$ cat src/rtl/mem_access_stage.sv
// MEM stage: combinational LW/SW datapath plus an LM/SM micro-sequencer that
// expands a register mask into one data-memory transfer per set bit.
module mem_access_stage #(
  parameter logic [15:0] ADDR_STEP = 16'd2,
  parameter logic [1:0]  WB_MEM    = 2'd1
) (
  input  logic        clk,
  input  logic        rst,
  input  logic        valid_in,
  input  logic        mem_rd_in,
  input  logic        mem_wr_in,
  input  logic        lm_in,
  input  logic        sm_in,
  input  logic [7:0]  mask_in,
  input  logic        rf_we_in,
  input  logic [2:0]  rf_waddr_in,
  input  logic [1:0]  wb_sel_in,
  input  logic [15:0] alu_res_in,
  input  logic [15:0] store_data_in,
  input  logic [15:0] pc2_in,
  input  logic [15:0] imm_eff_in,
  output logic [2:0]  sm_raddr,
  input  logic [15:0] sm_rdata,
  output logic [15:0] dmem_addr,
  output logic        dmem_re,
  output logic        dmem_we,
  output logic [15:0] dmem_wdata,
  input  logic [15:0] dmem_rdata,
  input  logic        dmem_ready,
  output logic        mem_stall,
  output logic        rf_we_out,
  output logic [2:0]  rf_waddr_out,
  output logic [1:0]  wb_sel_out,
  output logic [15:0] alu_res_out,
  output logic [15:0] mem_rdata_out,
  output logic [15:0] pc2_out,
  output logic [15:0] imm_eff_out
);

  typedef enum logic {IDLE, MULTI} state_t;

  state_t      state_q, state_d;
  logic [7:0]  mask_q, mask_d;
  logic [15:0] addr_q, addr_d;
  logic        lm_q, lm_d;
  logic        sm_q, sm_d;
  logic [15:0] pc2_q, pc2_d;
  logic [15:0] imm_q, imm_d;

  logic        in_multi, multi_act, single_act, is_lm, is_sm, found;
  logic [7:0]  cur_mask, rest;
  logic [15:0] cur_addr;
  logic [2:0]  idx;

  always_comb begin
    in_multi = (state_q == MULTI);
    cur_mask = in_multi ? mask_q : mask_in;
    cur_addr = in_multi ? addr_q : alu_res_in;

    idx   = '0;
    found = 1'b0;
    for (int unsigned i = 0; i < 8; i++) begin
      if (cur_mask[i] && !found) begin
        idx   = 3'(i);
        found = 1'b1;
      end
    end
    rest = cur_mask & ~(8'd1 << idx);

    // LM wins if upstream ever raises both lm_in and sm_in, so only one strobe fires
    is_lm      = in_multi ? lm_q : lm_in;
    is_sm      = in_multi ? sm_q : (sm_in & ~lm_in);
    multi_act  = in_multi | (valid_in & (lm_in | sm_in) & (|mask_in));
    single_act = ~in_multi & valid_in & ~lm_in & ~sm_in;

    state_d = state_q;
    mask_d  = mask_q;
    addr_d  = addr_q;
    lm_d    = lm_q;
    sm_d    = sm_q;
    pc2_d   = pc2_q;
    imm_d   = imm_q;

    sm_raddr      = '0;
    dmem_addr     = '0;
    dmem_re       = 1'b0;
    dmem_we       = 1'b0;
    dmem_wdata    = '0;
    mem_stall     = 1'b0;
    rf_we_out     = 1'b0;
    rf_waddr_out  = '0;
    wb_sel_out    = '0;
    alu_res_out   = '0;
    mem_rdata_out = '0;
    pc2_out       = '0;
    imm_eff_out   = '0;

    if (rst) begin
      // outputs stay at bubble; the flops clear on the edge
    end else if (multi_act) begin
      dmem_addr  = cur_addr;
      sm_raddr   = idx;
      dmem_re    = is_lm;
      dmem_we    = is_sm;
      dmem_wdata = is_sm ? sm_rdata : '0;
      mem_stall  = ~dmem_ready | (|rest);
      if (dmem_ready) begin
        rf_we_out     = is_lm;
        rf_waddr_out  = idx;
        wb_sel_out    = WB_MEM;
        alu_res_out   = cur_addr;
        mem_rdata_out = dmem_rdata;
        pc2_out       = in_multi ? pc2_q : pc2_in;
        imm_eff_out   = in_multi ? imm_q : imm_eff_in;
        if (|rest) begin
          state_d = MULTI;
          mask_d  = rest;
          addr_d  = cur_addr + ADDR_STEP;
          if (!in_multi) begin
            lm_d  = is_lm;
            sm_d  = is_sm;
            pc2_d = pc2_in;
            imm_d = imm_eff_in;
          end
        end else begin
          state_d = IDLE;
        end
      end
    end else if (single_act) begin
      dmem_addr  = alu_res_in;
      dmem_re    = mem_rd_in;
      dmem_we    = mem_wr_in & ~mem_rd_in;
      dmem_wdata = store_data_in;
      if ((mem_rd_in | mem_wr_in) & ~dmem_ready) begin
        mem_stall = 1'b1;
      end else begin
        rf_we_out     = rf_we_in;
        rf_waddr_out  = rf_waddr_in;
        wb_sel_out    = wb_sel_in;
        alu_res_out   = alu_res_in;
        mem_rdata_out = dmem_rdata;
        pc2_out       = pc2_in;
        imm_eff_out   = imm_eff_in;
      end
    end
  end

  always_ff @(posedge clk) begin
    if (rst) begin
      state_q <= IDLE;
      mask_q  <= '0;
      addr_q  <= '0;
      lm_q    <= 1'b0;
      sm_q    <= 1'b0;
      pc2_q   <= '0;
      imm_q   <= '0;
    end else begin
      state_q <= state_d;
      mask_q  <= mask_d;
      addr_q  <= addr_d;
      lm_q    <= lm_d;
      sm_q    <= sm_d;
      pc2_q   <= pc2_d;
      imm_q   <= imm_d;
    end
  end

endmodule

$ cat config.mk
export PLATFORM = sky130hd
export DESIGN_NAME = mem_access_stage
export DESIGN_NICKNAME = d
export VERILOG_FILES = /design/src/rtl/mem_access_stage.sv
export SDC_FILE = /design/constraint.sdc
export NUM_CORES = 1
export LEC_CHECK = 0
export CAP_MARGIN = 5
export CORE_MARGIN = 8
export CORE_UTILIZATION = 37
export DETAILED_ROUTE_END_ITERATION = 16
export PLACE_DENSITY_LB_ADDON = 0.25
export SYNTH_ARGS = -nofsm -noshare
export SYNTH_HDL_FRONTEND = slang
export SYNTH_SLANG_ARGS = --single-unit
$ cat constraint.sdc
create_clock -name clk -period 3.59 [get_ports clk]
set_input_delay 0.5385 -clock clk [delete_from_list [all_inputs] [get_ports clk]]
set_output_delay 0.5385 -clock clk [all_outputs]
set_load 0.01 [all_outputs]
Word-level counts from Yosys, hierarchy flattened
Cells that the tools add are included.

Bits in registers: 59. Input bits: 118. Word-level logic and storage cells: 122.

Add/sub/neg operators: 1. Shift operators: 1. Mux-type cells: 75. Bitwise operators: 19. Reduce and logical (&&, ||, !) cells: 19.

Operator list (count): two-way mux 16 bit (30); two-way mux 3 bit (13); two-way mux 1 bit (27); adder 16 x 2 -> 16 bit, second input constant (1); OR reduction 8 bit (2); AND 1 bit (8); AND 8 bit (1); two-way mux 2 bit (4); two-way mux 8 bit (1); inverter 8 bit (1); left shift 1 x 3 -> 8 bit, first input constant (1); logical AND 1 bit (7); zero test 1 bit (7); inverter 1 bit (5); OR 1 bit (4); AND reduction 4 bit (1); AND reduction 3 bit (1); AND reduction 2 bit (1).

Logic depth before layout (Yosys ltp)
Gate-level depths: netlist of the first run.

Depth in word-level cells: 30. Gate-level depth with buffers: 14. Depth with buffers taken out: 9.

Least setup slack after synthesis of the first run
OpenSTA, ideal clock, no wires.

Kind: reg-to-reg. Start: register state_q (netlist: in_multi). End: register addr_q[15]. Data arrival time: 3.324 ns. Setup slack: 0.191 ns. Cell stages (with the launch flop): 14. Path buffers: 6. Clock period less this slack: 3.399 ns. Cells stage by stage: dfxtp_1 buf_2 buf_2 buf_2 buf_1 clkbuf_1 clkbuf_1 a21o_1 ha_1 inv_1 a221oi_4 nand4_1 or4_1 a31oi_1.

Word-level cells in the longest chain between the ends: 28. Elaborated cells on any way between the ends: 37. Those cells by class: add/sub (1); shift (1); mux (16); bitwise (3); reduce/logical (16).

RTL lines: from (decl) (RTL line 42) `state_t state_q, state_d;`; from (signal assigned) (RTL line 158) `state_q <= state_d;`; two-way mux 8 bit (RTL line 57) `cur_mask = in_multi ? mask_q : mask_in;`; two-way mux 1 bit (RTL line 63) `if (cur_mask[i] && !found) begin`; zero test 1 bit (RTL line 63); logical AND 1 bit (RTL line 63); two-way mux 1 bit (RTL line 63); zero test 1 bit (RTL line 63); logical AND 1 bit (RTL line 63); two-way mux 1 bit (RTL line 63); (+12 left out); zero test 1 bit (RTL line 63); logical AND 1 bit (RTL line 63); two-way mux 3 bit (RTL line 63); left shift 1 x 3 -> 8 bit (RTL line 68) `rest = cur_mask & ~(8'd1 << idx);`; inverter 8 bit (RTL line 68); AND 8 bit (RTL line 68); OR reduction 8 bit (RTL line 115) `if (|rest) begin`; AND reduction 3 bit (no source line); to (signal assigned) (RTL line 160) `addr_q <= addr_d;`; to (decl) (RTL line 44) `logic [15:0] addr_q, addr_d;`.

Several ways; a longest one is shown, not always the timed one. A chain may end at the register's enable or synchronous reset.

Worst setup path in the final report of the first run
Start: input mask_in[1]. End: output pc2_out[1].

Word-level cells in the longest chain between the ends: 5.

RTL lines: from (decl) (RTL line 14) `input logic [7:0] mask_in,`; OR reduction 8 bit (RTL line 73) `multi_act = in_multi | (valid_in & (lm_in | sm_in) & (|mask_in));`; AND 1 bit (RTL line 73); OR 1 bit (RTL line 73); two-way mux 16 bit (RTL line 100) `end else if (multi_act) begin`; two-way mux 16 bit (RTL line 98) `if (rst) begin`; to (decl) (RTL line 36) `output logic [15:0] pc2_out,`.

Every way passes these cells.

==> qor.txt, run 1 <==
All-layer global routing usage: 0.218
Seq pwr share: 0.328
Total Power: 2240 uW
Syn avg cell area: 7.05 um^2
Drt drc: 0
Ys Warns: 0
Area delta synth->final: 63.5%
DRT Wirelength: 19.2 mm
Leading area contributor after synthesis: dfxtp_1
Worst rel slew slack: 0.392
Crit path required time: 3050 ps
Num CTS Buffers: 9
Final period util: 0.981
VDD IR max: 0.000236 V
Crit Reg-Reg Startpoint: in_multi$_SDFFE_PP0P_
Crit path kind: input pin to output pin
Drt pass-1 iters: 5
Clock latency on the worst-skew pair: 320 ps
Initial antenna violation count: 0
Die X: 127 um
HP Class: flop to flop
Post-synth ARST share: 0
GR Overflow Total: 0
Clock transition at path regs: 50 ps
Io pins: 226
Fmax achieved: 284 MHz
EDFF count, synth: 0
CTS Root Cell: clkbuf_16
Skew final: 8.91 ps
Clk buf depth: 2
Post-synth top area share: 0.259
RSZ-0062 raised after global routing: yes
Syn_nets: 766
Slew @ Worst Pin: 912 ps
Area contributors post-synth: dfxtp_1, a21oi_1, a22o_1, nand2_1, a22oi_1
Synth Instances: 647
Post-Syn Area: 0.00456 mm^2
CP startpoint kind: input pin
Hold Vio Cnt, Final: 0
Top-count cell post-synth: nand2_1
CTS tree: done
LEAKAGE: 0.00278 uW
R2r endpoint: sm_q$_SDFFE_PP0P_
Placed Area: 0.00708 mm^2
Core area: 0.0120 mm^2
Critical Path End Type: output pin
Layout Cells excl Fill: 1012
Final setup vio count: 0
WL/cell: 19.0 um
Sequential share of the synthesized area: 0.259
Die height: 127 um
Final Hold Slack: 476 ps
N_diodes: 0
Max-Cap Viols: 0
DR vias/cell: 5.75
CP arrival: 2980 ps
FP Rows: 40
Final min period: 3520 ps
Die area: 0.0161 mm^2
Clk network pwr share: 0.359
Fin area: 0.00745 mm^2
Comb power frac: 0.313
Critical Path Sink: pc2_out[1]
Reg2reg path depth: 9
Final HPWL DP: 14.1 mm
Vias in the first global route: 5588
Post-route ant nets: 0
Ratio of cells with drive above 1 in the final layout: 0.0879
Top_reg_cell synth: dfxtp_1
Initial Util: 0.380
Final core utilization: 0.621
PD cells: 301 mW/mm^2
FF+latch count, synth: 59
Iteration-0 DRC Markers: 339
Max Slew Vio Count: 0
CP Launch Point: mask_in[1]
Via count: 5818
Port bufs: 225
Yosys cell types: 61
Net Sw Power: 685 uW
P_int: 1560 uW
Cts hold-fix bufs: 0
Largest net degree at the start of global routing: 93
H-tree depth: 3
GPL Wtd Cong: 0.945
Crit path max fanout: 17
Cell count after placement: 993
R2R setup slack: 580 ps
Status: complete, no violations
NumNets Final: 980
First-pass GRT wire length: 28.9 mm
Top post-synthesis cells by count: nand2_1, a21oi_1, dfxtp_1, nor2_1, o21ai_0
Sw frac: 0.305
Sink Count: 59
-- worst min-delay path by stage --
stage	startpoint	to	slack, ps	depth (start not counted)
global placement	pc2_q[1]$_SDFFE_PP0P_	pc2_q[1]$_SDFFE_PP0P_	460	2
CTS	imm_q[12]$_SDFFE_PP0P_	imm_q[12]$_SDFFE_PP0P_	480	2
global route	imm_q[4]$_SDFFE_PP0P_	imm_q[4]$_SDFFE_PP0P_	490	2
detailed placement	imm_q[12]$_SDFFE_PP0P_	imm_q[12]$_SDFFE_PP0P_	470	2
floorplan	addr_q[1]$_SDFFE_PP0P_	addr_q[1]$_SDFFE_PP0P_	440	2
finish	imm_q[0]$_SDFFE_PP0P_	imm_q[0]$_SDFFE_PP0P_	480	2
-- per-layer routing --
metal	part of all wire	GRT usage	wire, um
met3	0.067	0.0512	1280
met1	0.41	0.249	7850
met4	0.020	0.0665	380
met2	0.50	0.392	9680
met5	0	0	0
-- final cells by class --
cell class	instances	area (um^2)
fillers	1073	4560
multi-input cells	519	3140
repair buffers	263	2640
flip-flops and latches	59	1180
clock buffers	11	253
well taps	147	184
inverters	9	33.8
clock inverters	4	25.0
-- power groups by stage --
stage / Sequential, uW / Combinational, uW / Clock [uW]
after CTS: 735 / 689 / 819
after floorplan: 732 / 334 / 0
after detailed placement: 748 / 685 / 0
after global placement: 746 / 672 / 0
final: 736 / 703 / 804
after global routing: 742 / 755 / 854
-- cells by family after synthesis --
group | after synthesis | share of synthesized area
AND/OR/NAND/NOR | 249 | 0.273
flip-flops | 59 | 0.259
AO/OA/AOI/OAI | 253 | 0.369
buffers and inverters | 69 | 0.0637
XOR/XNOR | 11 | 0.0211
adder cells (fa/ha/maj) | 1 | 0.00274
multiplexers | 5 | 0.0113
-- cells in the final DEF (no fill, tap or decap), types with 8 or more instances in the layout --
| master | n |
|---|---|
| and2_1 | 24 |
| buf_4 | 31 |
| clkdlybuf4s50_1 | 219 |
| a22o_1 | 33 |
| nor2b_1 | 18 |
| inv_1 | 9 |
| o21ai_0 | 45 |
| a32oi_1 | 13 |
| nand3_1 | 12 |
| nor2_1 | 59 |
| a21oi_1 | 73 |
| nand2_1 | 77 |
| a22oi_1 | 36 |
| nand3b_1 | 9 |
| dfxtp_1 | 58 |
| clkbuf_16 | 10 |
| o22ai_1 | 9 |
| nand2b_1 | 8 |
-- critical path, cell delays in order --
cell and delay [ps]:
clkdlybuf4s50_1 510, nor4_1 70, buf_4 150, a21oi_1 180
o21ai_1 110, or2_4 280, o21ai_4 240, buf_12 190
a22o_1 130, clkdlybuf4s50_1 570
-- sequential cells by signal, indices dropped and copies added (netlist names) --
name      flops
lm_q          1
imm_q        16
pc2_q        16
mask_q        8
sm_q          1
in_multi      1
addr_q       16
-- per-stage QoR --
| stage | TNS [ps] | setup slack [ps] |
|---|---|---|
| global route | -54.5 | -28.5 |
| detailed placement | -6.71 | -6.71 |
| floorplan | 0 | 191 |
| global placement | 0 | 69.4 |
| CTS | 0 | 8.12 |
| finish | 0 | 67.7 |
-- timing repair --
action | 4_1_cts | 5_1_grt
gates cloned | 0 | 2
setup buffers | 0 | 2
gates resized for setup | 0 | 14
pin swaps | 1 | 3
endpoints found under the setup margin | 1 | 80
(Power assumes the default switching activity.)
==> inputs of run 2 (changes only) <==
--- a/config.mk
+++ b/config.mk
@@ -10,6 +10,7 @@
 export CORE_UTILIZATION = 37
 export DETAILED_ROUTE_END_ITERATION = 16
 export PLACE_DENSITY_LB_ADDON = 0.25
+export REMOVE_ABC_BUFFERS = 1
 export SYNTH_ARGS = -nofsm -noshare
 export SYNTH_HDL_FRONTEND = slang
 export SYNTH_SLANG_ARGS = --single-unit
==> run 2 against run 1 <==
Effect of this change: clock skew shrank 2.4 ps; sequential cell count is the same; critical path type unchanged; global-route usage grew 0.21 points; setup slack lost 2.4 ps; first-iteration DRC count grew 64%.
==> qor.txt, run 2 (same netlist as run 1, synthesis figures left out) <==
Status: complete, no violations
DR vias/cell: 5.70 (-0.79%)
CP startpoint kind: input pin
CTS Root Cell: clkbuf_16
Worst Hold Launch: imm_q[0]$_SDFFE_PP0P_
Die X: 127 um (unchanged)
HP Class: flop to flop
Reg2reg path depth: 8 (-1)
Comb power frac: 0.290 (-0.023)
Die area: 0.0161 mm^2 (unchanged)
Hold Crit Depth: 2 (unchanged)
Largest net degree at the start of global routing: 89 (-4.3%)
Crit path max fanout: 5 (-12)
WL/cell: 18.3 um (-3.4%)
Slew @ Worst Pin: 1030 ps (+120 ps)
Crit path kind: input pin to output pin
FP Rows: 40 (unchanged)
Top Registers: addr_q: 16 flops, imm_q: 16 flops, pc2_q: 16 flops
Die height: 127 um (unchanged)
Vias in the first global route: 5618 (+0.54%)
Clk buf depth: 2 (unchanged)
Seq pwr share: 0.307 (-0.021)
Initial antenna violation count: 0 (unchanged)
Via count: 5778 (-0.69%)
Most frequent cells in the layout: clkdlybuf4s50_1, nand2_1, a21oi_1
N_diodes: 0 (unchanged)
Sw frac: 0.282 (-0.0239)
Net Sw Power: 674 uW (-1.7%)
GPL Wtd Cong: 0.983 (+4.1%)
DRT Wirelength: 18.5 mm (-3.4%)
Fillers: 1076 (+0.28%)
LEAKAGE: 0.00302 uW (+8.7%)
All-layer global routing usage: 0.220 (+0.00206)
Fmax achieved: 284 MHz (about the same)
H-tree depth: 3 (unchanged)
Initial Util: 0.380 (unchanged)
Ratio of cells with drive above 1 in the final layout: 0.0901 (+0.00221)
Drt pass-1 iters: 6 (+1)
Worst rel slew slack: 0.312 (-0.0799)
Iteration-0 DRC Markers: 555 (+64%)
GR Overflow Total: 0 (unchanged)
Hold path endpoint: imm_q[0]$_SDFFE_PP0P_
Clock latency on the worst-skew pair: 330 ps (about the same)
VDD IR max: 0.000235 V (-0.62%)
Crit Reg-Reg Startpoint: in_multi$_SDFFE_PP0P_
Critical Path End Type: output pin
Setup TNS: 0 ps (unchanged)
Post-route ant nets: 0 (unchanged)
Most common cell after layout, fill and taps aside: clkdlybuf4s50_1
Core area: 0.0120 mm^2 (unchanged)
Clock transition at path regs: 50 ps (about the same)
NumNets Final: 980 (unchanged)
Final HPWL DP: 13.8 mm (-2.2%)
R2r endpoint: imm_q[7]$_SDFFE_PP0P_
CP Launch Point: mask_in[3]
Port bufs: 225 (unchanged)
R2R setup slack: 490 ps (-90 ps)
Final period util: 0.982 (about the same)
P_int: 1720 uW (+10%)
Clk network pwr share: 0.403 (+0.044)
Skew final: 6.48 ps (-2.43 ps)
Final min period: 3520 ps (+2.37 ps)
Crit path required time: 3050 ps (about the same)
Sink Count: 59 (unchanged)
PD cells: 318 mW/mm^2 (+5.7%)
Drt drc: 0 (unchanged)
Total Power: 2390 uW (+6.7%)
Num CTS Buffers: 9 (unchanged)
Io pins: 226 (unchanged)
CTS tree: done
Max Slew Vio Count: 0 (unchanged)
Area delta synth->final: 65.1%
CP arrival: 2990 ps (about the same)
Final setup vio count: 0 (unchanged)
First-pass GRT wire length: 29.3 mm (+1.2%)
Hold Vio Cnt, Final: 0 (unchanged)
Max-Cap Viols: 0 (unchanged)
-- run 2: changes by cell type in the layout (fill, tap and decap cells not counted), moves of 2 or more --
cell             previous run  this run
bufinv_16                   0         2
clkdlybuf4s50_1           219       206
dlymetal6s2s_1              5        17
buf_6                       2         0
buf_4                      31        35
-- run 2: how the worst max path moves through the flow --
stage,cells after the start,to
6_report,8,rf_waddr_out[0]
5_1_grt,8,rf_waddr_out[0]
4_1_cts,10,rf_waddr_out[1]
3_5_place_dp,9,mem_rdata_out[9]
3_3_place_gp,10,alu_res_out[3]
2_1_floorplan,6,addr_q[13]$_SDFFE_PP0P_
-- run 2: power by group through the flow --
stage	Sequential [uW]	Clock [uW]	Combinational, uW
after floorplan	750	0	279
after global placement	743	0	671
after detailed placement	747	0	685
after CTS	733	974	691
after global routing	740	1010	754
final	734	965	695
-- run 2: cell type report --
| type | instances | area, um^2 | area share |
|---|---|---|---|
| clock inverter | 4 | 70.1 | 0.00931 |
| inverter | 9 | 33.8 | 0.00449 |
| clock buffer | 12 | 268 | 0.0356 |
| tap | 147 | 184 | 0.0244 |
| sequential | 59 | 1180 | 0.157 |
| timing repair buffer | 263 | 2630 | 0.349 |
| multi-input combinational | 519 | 3160 | 0.420 |
-- run 2: routing by layer --
layer	vias up	GRT usage	routed length, um	part of all wire
li1	2792	-	-	-
met1	2715	0.265	7620	0.41
met2	253	0.374	9100	0.49
met3	18	0.0611	1640	0.088
met4	0	0.0623	187	0.010
met5	-	0	0	0
-- run 2: repair_timing --
item | 4_1_cts | 5_1_grt
setup endpoints to repair | 70 | 51
gates resized for setup | 7 | 22
setup buffers | 0 | 2
pin swaps | 0 | 4
hold buffers | 0 | 0
-- run 2: worst max-delay path, cell delays in order --
cell and delay, ps:
clkdlybuf4s50_1 460, buf_4 180, or3_1 340, a222oi_1 430, and2_1 220, nor3_1 70, o21ai_0 160, clkdlybuf4s50_1 580
-- run 2: per-stage QoR --
stage | setup slack [ps] | cells | instance area (um^2) | hold slack [ps] | utilization
after floorplan | -2010 | 587 | 4300 | 439 | -
after global placement | 26.7 | 995 | 7080 | 460 | 0.589
after detailed placement | -81.7 | 995 | 7080 | 469 | 0.589
after CTS | 6.58 | 1011 | 7440 | 478 | 0.620
after global routing | -84.4 | 1013 | 7530 | 494 | 0.627
final | 65.3 | 1013 | 7530 | 475 | 0.627
